**src/rtl/instr_fetch_queue_pkg.sv**
```systemverilog
// Shared constants for the fetch queue and its neighbours (fetch, decode).
package instr_fetch_queue_pkg;

  // Word driven onto the head outputs while the queue is empty.
  localparam logic [31:0] NOP      = 32'h0000_0000;
  // Reset PC of the fetch stage; also the base of the bench stimulus.
  localparam logic [31:0] PC_RESET = 32'h0000_3000;

  localparam int unsigned IFQ_DEPTH = 4;
  localparam int unsigned IFQ_AW    = 2;

  // One queue entry is {pc, instr}.
  localparam int unsigned ENTRY_W = 64;

endpackage : instr_fetch_queue_pkg

```
**src/rtl/instr_fetch_queue_if.sv**
```systemverilog
// Handshake bundle between fetch (producer), the queue and decode (consumer).
interface instr_fetch_queue_if #(
  parameter int unsigned DEPTH = 4,
  parameter int unsigned AW    = 2
);
  logic          flush;
  logic          in_valid;
  logic [31:0]   in_pc;
  logic [31:0]   in_instr;
  logic          in_ready;
  logic          out_valid;
  logic          out_ready;
  logic [31:0]   out_pc;
  logic [31:0]   out_instr;
  logic [25:0]   imm26;
  logic [15:0]   imm16;
  logic [4:0]    rs;
  logic [4:0]    rt;
  logic [4:0]    rd;
  logic [4:0]    shamt;
  logic [AW:0]   count;

  // Environment side: drives fetch offers, decode acceptance and flush.
  modport master (
    output flush, in_valid, in_pc, in_instr, out_ready,
    input  in_ready, out_valid, out_pc, out_instr,
           imm26, imm16, rs, rt, rd, shamt, count
  );

  // Queue side.
  modport slave (
    input  flush, in_valid, in_pc, in_instr, out_ready,
    output in_ready, out_valid, out_pc, out_instr,
           imm26, imm16, rs, rt, rd, shamt, count
  );
endinterface : instr_fetch_queue_if

```
**src/rtl/instr_fetch_queue_instr_fields.sv**
```systemverilog
// Instruction field slicer shared with decode so both cut fields identically.
module instr_fields (
  input  logic [31:0] i_instr,
  output logic [25:0] o_imm26,
  output logic [15:0] o_imm16,
  output logic [4:0]  o_rs,
  output logic [4:0]  o_rt,
  output logic [4:0]  o_rd,
  output logic [4:0]  o_shamt
);
  assign o_imm26 = i_instr[25:0];
  assign o_imm16 = i_instr[15:0];
  assign o_rs    = i_instr[25:21];
  assign o_rt    = i_instr[20:16];
  assign o_rd    = i_instr[15:11];
  assign o_shamt = i_instr[10:6];
endmodule : instr_fields

```
**src/rtl/instr_fetch_queue.sv**
```systemverilog
// In-order {pc, instr} queue decoupling fetch from decode. No bypass: an
// entry becomes visible at the head one cycle after it is accepted.
module instr_fetch_queue
  import instr_fetch_queue_pkg::*;
#(
  parameter int unsigned DEPTH = IFQ_DEPTH,
  parameter int unsigned AW    = IFQ_AW
) (
  input  logic                 clk,
  input  logic                 reset,
  instr_fetch_queue_if.slave   bus
);

  if (DEPTH < 2 || DEPTH != (1 << AW)) begin : g_bad_param
    $error("instr_fetch_queue: DEPTH must be a power of two >= 2 and equal 2**AW");
  end

  localparam logic [AW:0] FULL_CNT = (AW+1)'(DEPTH);

  logic [ENTRY_W-1:0] r_mem [DEPTH];
  logic [AW-1:0]      r_rd_ptr;
  logic [AW-1:0]      r_wr_ptr;
  logic [AW:0]        r_count;

  logic               w_in_ready;
  logic               w_out_valid;
  logic               w_push;
  logic               w_pop;
  logic [ENTRY_W-1:0] w_head;
  logic [31:0]        w_out_pc;
  logic [31:0]        w_out_instr;

  // Readiness comes only from the registered count, so there is no
  // combinational path from out_ready back to in_ready.
  assign w_in_ready  = (r_count != FULL_CNT);
  assign w_out_valid = (r_count != '0);
  // Flush kills both transfers in the cycle it is asserted.
  assign w_push      = bus.in_valid  & w_in_ready  & ~bus.flush;
  assign w_pop       = bus.out_valid & bus.out_ready & ~bus.flush;

  // Entry storage; contents need no reset because the head is masked when empty.
  always_ff @(posedge clk) begin
    if (w_push) begin
      r_mem[r_wr_ptr] <= {bus.in_pc, bus.in_instr};
    end
  end

  // Pointers and occupancy; pointers wrap naturally at 2**AW.
  always_ff @(posedge clk or posedge reset) begin
    if (reset) begin
      r_rd_ptr <= '0;
      r_wr_ptr <= '0;
      r_count  <= '0;
    end else if (bus.flush) begin
      r_rd_ptr <= '0;
      r_wr_ptr <= '0;
      r_count  <= '0;
    end else begin
      if (w_push) r_wr_ptr <= r_wr_ptr + 1'b1;
      if (w_pop)  r_rd_ptr <= r_rd_ptr + 1'b1;
      case ({w_push, w_pop})
        2'b10:   r_count <= r_count + 1'b1;
        2'b01:   r_count <= r_count - 1'b1;
        default: r_count <= r_count;
      endcase
    end
  end

  // Head presentation: empty queue shows a NOP at PC 0 so no stale data leaks.
  always_comb begin
    w_head      = r_mem[r_rd_ptr];
    w_out_pc    = 32'h0;
    w_out_instr = NOP;
    if (w_out_valid) begin
      w_out_pc    = w_head[63:32];
      w_out_instr = w_head[31:0];
    end
  end

  assign bus.in_ready  = w_in_ready;
  assign bus.out_valid = w_out_valid;
  assign bus.out_pc    = w_out_pc;
  assign bus.out_instr = w_out_instr;
  assign bus.count     = r_count;

  logic [25:0] w_imm26;
  logic [15:0] w_imm16;
  logic [4:0]  w_rs;
  logic [4:0]  w_rt;
  logic [4:0]  w_rd;
  logic [4:0]  w_shamt;

  instr_fields u_fields (
    .i_instr (w_out_instr),
    .o_imm26 (w_imm26),
    .o_imm16 (w_imm16),
    .o_rs    (w_rs),
    .o_rt    (w_rt),
    .o_rd    (w_rd),
    .o_shamt (w_shamt)
  );

  assign bus.imm26 = w_imm26;
  assign bus.imm16 = w_imm16;
  assign bus.rs    = w_rs;
  assign bus.rt    = w_rt;
  assign bus.rd    = w_rd;
  assign bus.shamt = w_shamt;

endmodule : instr_fetch_queue

```
**src/flat_wrapper.sv**
```systemverilog
// flat-port wrapper written by rule: the top's interface ports become plain ports
module instr_fetch_queue_flat import instr_fetch_queue_pkg::*;
#(
  parameter int unsigned DEPTH = IFQ_DEPTH,
  parameter int unsigned AW    = IFQ_AW
)
  (clk, reset, bus_flush, bus_in_valid, bus_in_pc, bus_in_instr, bus_out_ready, bus_in_ready, bus_out_valid, bus_out_pc, bus_out_instr, bus_imm26, bus_imm16, bus_rs, bus_rt, bus_rd, bus_shamt, bus_count);
  instr_fetch_queue_if #(.DEPTH(DEPTH), .AW(AW)) bus_i ();
  input  logic clk;
  input  logic reset;
  input wire logic [$bits(bus_i.flush)-1:0] bus_flush;
  input wire logic [$bits(bus_i.in_valid)-1:0] bus_in_valid;
  input wire logic [$bits(bus_i.in_pc)-1:0] bus_in_pc;
  input wire logic [$bits(bus_i.in_instr)-1:0] bus_in_instr;
  input wire logic [$bits(bus_i.out_ready)-1:0] bus_out_ready;
  output wire logic [$bits(bus_i.in_ready)-1:0] bus_in_ready;
  output wire logic [$bits(bus_i.out_valid)-1:0] bus_out_valid;
  output wire logic [$bits(bus_i.out_pc)-1:0] bus_out_pc;
  output wire logic [$bits(bus_i.out_instr)-1:0] bus_out_instr;
  output wire logic [$bits(bus_i.imm26)-1:0] bus_imm26;
  output wire logic [$bits(bus_i.imm16)-1:0] bus_imm16;
  output wire logic [$bits(bus_i.rs)-1:0] bus_rs;
  output wire logic [$bits(bus_i.rt)-1:0] bus_rt;
  output wire logic [$bits(bus_i.rd)-1:0] bus_rd;
  output wire logic [$bits(bus_i.shamt)-1:0] bus_shamt;
  output wire logic [$bits(bus_i.count)-1:0] bus_count;
  assign bus_i.flush = bus_flush;
  assign bus_i.in_valid = bus_in_valid;
  assign bus_i.in_pc = bus_in_pc;
  assign bus_i.in_instr = bus_in_instr;
  assign bus_i.out_ready = bus_out_ready;
  assign bus_in_ready = bus_i.in_ready;
  assign bus_out_valid = bus_i.out_valid;
  assign bus_out_pc = bus_i.out_pc;
  assign bus_out_instr = bus_i.out_instr;
  assign bus_imm26 = bus_i.imm26;
  assign bus_imm16 = bus_i.imm16;
  assign bus_rs = bus_i.rs;
  assign bus_rt = bus_i.rt;
  assign bus_rd = bus_i.rd;
  assign bus_shamt = bus_i.shamt;
  assign bus_count = bus_i.count;
  instr_fetch_queue #(.DEPTH(DEPTH), .AW(AW)) u_core (.clk(clk), .reset(reset), .bus(bus_i));
endmodule
```
**config.mk**
```make
export PLATFORM = sky130hd
export DESIGN_NAME = instr_fetch_queue_flat
export DESIGN_NICKNAME = d
export VERILOG_FILES = /design/src/rtl/instr_fetch_queue_pkg.sv /design/src/rtl/instr_fetch_queue_if.sv /design/src/rtl/instr_fetch_queue_instr_fields.sv /design/src/rtl/instr_fetch_queue.sv /design/src/flat_wrapper.sv
export SDC_FILE = /design/constraint.sdc
export NUM_CORES = 1
export LEC_CHECK = 0
export BUFFER_PORTS_ARGS = -buffer_cell sky130_fd_sc_hd__buf_2
export CORE_MARGIN = 4
export CORE_UTILIZATION = 50
export DETAILED_ROUTE_END_ITERATION = 8
export PLACE_DENSITY = 0.83
export RECOVER_POWER = 25
export SLEW_MARGIN = 25
export SYNTH_ARGS = -nofsm -noshare
export SYNTH_HDL_FRONTEND = slang
export SYNTH_SLANG_ARGS = --single-unit
```
**constraint.sdc**
```tcl
create_clock -name clk -period 3.03 [get_ports clk]
set_input_delay 0.4545 -clock clk [delete_from_list [all_inputs] [get_ports clk]]
set_output_delay 0.4545 -clock clk [all_outputs]
set_load 0.03 [all_outputs]
```
**Word-level counts from Yosys, hierarchy flattened**

Memory sizes are Yosys's and may differ from the RTL's.
Cells that the tools add are included.

- Register bits after elaboration: 7
- Memory bits (writable): 256
- Input bits: 69
- Output and inout bits: 131
- Logic and storage cells: 30
- Memories kept: 1

- Add/sub/neg operators: 4
- Eq/ne operators: 3
- Multiplexer cells: 10
- Bitwise operators: 5
- Reductions and logical operators: 4

Memories:

| memory | depth | width | rd ports | clocked after memory_dff | write ports | line | text |
|---|---|---|---|---|---|---|---|
| u_core.r_mem | 4 | 64 | 1 | 0 | 1 | instr_fetch_queue.sv:20 | `logic [ENTRY_W-1:0] r_mem [DEPTH];` |

Operators by type and width:

| kind | count |
|---|---|
| 2-to-1 mux 32 bit | 2 |
| 2-to-1 mux 2 bit | 4 |
| one-hot mux 3 bit (2 select lines) | 1 |
| nonzero test 3 bit | 2 |
| adder 2 x 1 -> 2 bit, second input constant | 2 |
| bitwise AND 1 bit | 4 |
| nonzero test 2 bit | 2 |
| adder 3 x 1 -> 3 bit, second input constant | 1 |
| 2-to-1 mux 3 bit | 1 |
| != test 3 bit, second input constant | 1 |
| subtractor 3 x 1 -> 3 bit, second input constant | 1 |
| == test 2 x 1 -> 1 bit, second input constant | 1 |
| == test 2 bit, second input constant | 1 |
| 2-to-1 mux 1 bit | 2 |
| NOT 1 bit | 1 |

**Longest topological paths before layout**

- Depth in word-level cells: 6
- Depth in mapped cells: 10
- Mapped depth without buffers: 8

**Hierarchy**

Synthesis repeated with hierarchy kept, for this count alone.

- Cell total of the unflattened synthesis: 533
- Area, all modules: 10699.0 µm²

By module, submodules not included:

| module | instances | cells each | area each (µm²) | sequential area each (µm²) |
|---|---|---|---|---|
| instr_fetch_queue | 1 | 471 | 10233.6 | 7862.5 |
| instr_fields | 1 | 62 | 465.4 | 0.0 |

**Least setup slack after synthesis**

OpenSTA, ideal clock, no wires.

- Path type: reg-to-reg
- Start point: register u_core.r_count[0], in the netlist u_core.bus.count[0]
- End point: memory u_core.r_mem[0][0] (enable)
- Setup time: 0.429 ns
- Arrival: 3.019 ns
- Slack: -0.418 ns
- Cell stages (with the launch flop): 6
- Cells stage by stage: dfrtp_1 -> clkbuf_1 -> or3b_1 -> nand2_1 -> nor2_1 -> and2_1

- Longest elaborated chain between the ends: 5

RTL lines:

| element | line | text |
|---|---|---|
| start: declaration | instr_fetch_queue.sv:23 | `logic [AW:0] r_count;` |
| start signal: assignment | instr_fetch_queue.sv:62 | `2'b10: r_count <= r_count + 1'b1;` |
| start signal: assignment | instr_fetch_queue.sv:63 | `2'b01: r_count <= r_count - 1'b1;` |
| start signal: assignment | instr_fetch_queue.sv:64 | `default: r_count <= r_count;` |
| != test 3 bit | instr_fetch_queue.sv:35 | `assign w_in_ready = (r_count != FULL_CNT);` |
| via bus_in_ready | flat_wrapper.sv:16 | `output wire logic [$bits(bus_i.in_ready)-1:0] bus_in_ready;` |
| bitwise AND 1 bit (2 in a row) | instr_fetch_queue.sv:38 | `assign w_push = bus.in_valid & w_in_ready & ~bus.flush;` |
| 2-to-1 mux 1 bit | instr_fetch_queue.sv:43 | `if (w_push) begin` |
| 2-to-1 mux 1 bit (not written as such) | instr_fetch_queue.sv:44 | `r_mem[r_wr_ptr] <= {bus.in_pc, bus.in_instr};` |
| end: declaration | instr_fetch_queue.sv:20 |  |

The timed path passes the listed nets, and every way through them passes these cells.

**Worst setup path after layout**

- Start point: register u_core.r_rd_ptr[0]
- End point: output bus_out_pc[18]

- Longest elaborated chain between the ends: 2

RTL lines:

| element | line | text |
|---|---|---|
| start: declaration | instr_fetch_queue.sv:21 | `logic [AW-1:0] r_rd_ptr;` |
| start signal: assignment | instr_fetch_queue.sv:60 | `if (w_pop) r_rd_ptr <= r_rd_ptr + 1'b1;` |
| memory read (4 x 64 bit) | n/a |  |
| 2-to-1 mux 32 bit | instr_fetch_queue.sv:74 | `if (w_out_valid) begin` |
| end: declaration | flat_wrapper.sv:18 | `output wire logic [$bits(bus_i.out_pc)-1:0] bus_out_pc;` |

No other way between the ends.

==> impl_metrics.toml <==
[yosys]
synth_ff_type = "edfxtp_1"
yosysSeqAreaShare_pct = 73.6
synth-warning-count = 0
synthesis.instances = 534
synth_simple_gate_area_share_pct = 5.04
synth_fp_nets = 608
syn_area_per_cell_sq_um = 20.0
synthArstFlopShare_pct = 2.66
synth_edf_count = 256
ys_seq_elements = 263
synthXorXnorAreaFrac_pct = 0.246
synth_mux_area_share_pct = 13.5
combinational_family_with_the_most_area_after_synthesis = "multiplexers"
synth_compound_area_share_pct = 1.01
post_synth_instance_area_sq_um = 10700
netlist_cell_types = 31
synthAdderAreaFrac_pct = 0.656

[timing]
finalWorstSetupSlack_ps = 162
final_period_minus_worst_setup_slack_ps = 2870
layout_worst_path_cycle_share_pct = 94.7
max_clock_freq_mhz = 349
timing_worst_slew_pin_value_ps = 402
final_setup_skew_ps = 7.03
final-max-slew-violation-count = 0
rsz0062_at_grt = "false"
max-slew-margin-rel_pct = 73.2
report.final.hold_viol_count = 0
fin_setup_tns_ps = 0
hold-worst-slack_ps = 167
setup_viol = 0

[power_and_ir_drop]
vdd_ir_drop_max_mv = 0.469
p_leak_nw = 4.37
p_per_area_nw_per_um2 = 725

[route]
postRouteWirelength_um = 19700
post-route-drc-count = 0
num_vias = 5291
drt_iter0_markers = 295
avgViaCountPerCell = 5.42
drt.antenna.violating_nets = 0
dr.pass1.iters = 4
wl_per_cell_um = 20.2

[setup_path]
timing.critical_path.buf_inv = 2
crit_path_end_kind = "output pin"
cp_data_arrival_time_ps = 2410
timing.setup.critical_path_class = "flop to output pin"
cp-start-kind = "flop"
critPathTopFamily = "flip-flops"
cpMaxStageDelayCell = "dfrtp_4"
regToRegSetupSlack_ps = 540
cp_max_fo = 17
critical_path_required_ps = 2580
worst_path_largest_cell_delay_ps = 660
crit_path_cell_trace = "buf_4, mux4_2, and2_1, buf_2"

[global_routing]
grt_pass1_wl_um = 30900
global_route.overflow_total = 0
track_usage_pct = 16.4
vias_in_the_first_global_route = 5684
number_of_antenna_violations_at_the_first_check_in_global_routing = 0
grt_start_max_net_pins = 44

[clocking]
cts_made_buffers = 27
htreeDepth = 1
clk_pin_slew_ps = 60
cts.repair_timing.setup_buffer_count = 0
cts_buffer_depth = 3
root_buffer = "clkbuf_16"
insertion_delay_ps = 500
cts_sinks = 263
tritoncts_clock_tree = "done"

[die]
fp.coreArea_sq_um = 21000
fp.dieArea_sq_um = 23800
rows = 53
chipHeight_um = 154
die-width_um = 154
boundaryPins = 200
initial_core_util_pct = 50.8

[min_path]
hp-class = "input pin to flop"

[final_layout]
area.growth.synth_to_final_pct = 15.6
footprint_of_the_multi_input_gates_sq_um = 2190
final_cells = 977
fillCellCount = 1558
area.sequential_sq_um = 7870
num_antenna_cells = 0
finish.net_count = 763
layout-drive-gt1-share_pct = 38.7

[flow_run]
max_cap_viol_count = 0

[place]
portBuffers = 199
dp_slack_ps = 561
placed_cells = 934
gpl.final_weighted_congestion = 0.728
dp_hpwl_um = 12700

[outcome]
status = "complete, no violations"
state kept, by name (all words and copies together), names as in the netlist:
| signal | cells |
|---|---|
| u_core.r_wr_ptr | 2 |
| u_core.bus.count | 3 |
| u_core.r_mem | 256 |
| u_core.r_rd_ptr | 2 |
cell usage after synthesis, types with 2 or more instances:
cell type	count	share of area, %
buf_4	64	4.5
nor3_1	2	0.094
ha_1	4	0.47
and2_1	69	4.0
nand2b_1	2	0.12
o21ai_0	4	0.19
nand3_1	2	0.094
mux4_2	64	13
edfxtp_1	256	72
xor2_1	2	0.16
a21oi_1	6	0.28
dfrtp_1	7	1.6
inv_1	5	0.18
clkbuf_1	10	0.35
buf_2	7	0.33
buf_6	6	0.63
nand2_1	5	0.18
nor2_1	6	0.21
final timing paths:
kind                                                  from                         endpoint  cells after the start
min in group asynchronous                            reset  u_core.bus.count[2]$_DFFE_PP0P_                      3
hold / removal                               bus_in_pc[13]    u_core.r_mem[3][45]$_DFFE_PP_                      1
hold reg to reg             u_core.r_wr_ptr[1]$_DFFE_PP0P_   u_core.r_wr_ptr[1]$_DFFE_PP0P_                      2
setup reg to reg           u_core.bus.count[1]$_DFFE_PP0P_  u_core.bus.count[1]$_DFFE_PP0P_                      8
max in group asynchronous                            reset   u_core.r_rd_ptr[1]$_DFFE_PP0P_                      3
setup / recovery            u_core.r_rd_ptr[0]$_DFFE_PP0P_                   bus_out_pc[18]                      4
worst register-to-register path, cell delays in order, from the launching register on:
cell and delay [ps]:
dfrtp_1 510, or3_4 600, nand2_1 160, nor3_1 70
fa_1 530, nor2_1 60, a21oi_1 110, o21ai_0 100
a211oi_1 270
metrics by stage:
| step | utilization, % | instance area [sq um] | total power [W] |
|---|---|---|---|
| 6_report | 58.8 | 12400 | 0.00896 |
| 2_1_floorplan | - | 10700 | 0.00574 |
| 3_5_place_dp | 55.2 | 11600 | 0.00609 |
| 4_1_cts | 59.0 | 12400 | 0.00907 |
| 5_1_grt | 58.8 | 12400 | 0.00933 |
| 3_3_place_gp | 55.2 | 11600 | 0.00605 |
cell families after synthesis:
kind of cell	after synthesis
and+or+nand+nor	90
xor gates and xnor gates	3
adders and majority gates	5
muxes	64
AOI/OAI and AO/OA	17
DFF	263
buffers and inverters	92
power by group:
part	total, W	switching (W)	leakage [nW]	internal (W)
registers	0.00420	0.0000689	2.42	0.00413
logic	0.00178	0.00117	1.57	0.000604
clock network	0.00298	0.00121	0.388	0.00177
area by class of cell:
| cell class | instances | area share [%] |
|---|---|---|
| Multi-Input combinational cell | 179 | 17.8 |
| Clock inverter | 11 | 0.830 |
| Inverter | 5 | 0.152 |
| Sequential cell | 263 | 63.7 |
| Clock buffer | 31 | 5.59 |
| Tap cell | 275 | 2.78 |
| Timing Repair Buffer | 213 | 9.20 |
per-layer routing:
metal / vias to the layer above / routed length, um / GRT usage (%)
li1: 2327 / - / -
met1: 2730 / 7420 / 20.4
met2: 203 / 10500 / 29.8
met3: 31 / 1490 / 3.36
met4: 0 / 350 / 3.95
met5: - / 0 / 0
timing repair:
action / in CTS / in global routing
setup endpoints to repair: 0 / 4
hold endpoints to repair: 7 / 0
resized for setup: 0 / 1
hold buffers: 1 / 0
cell usage in the layout, fill, tap and decap left out, types with 2 or more instances in the layout:
master,Yosys,layout
edfxtp_1,256,256
buf_2,7,153
and2_1,69,65
mux4_2,64,64
clkbuf_1,10,50
clkbuf_16,0,27
buf_12,0,7
a21oi_1,6,6
nor2_1,6,6
inv_1,5,5
nand2_1,5,5
buf_4,64,5
dfrtp_1,7,5
o21ai_0,4,4
and2_4,0,4
ha_1,4,4
clkinv_1,0,4
clkinv_2,0,4
nor3_1,2,2
nand2b_1,2,2
xor2_1,2,2
nand3_1,2,2
bufinv_16,0,2
dfrtp_4,0,2
No activity file was read; power rests on OpenSTA's default activity.
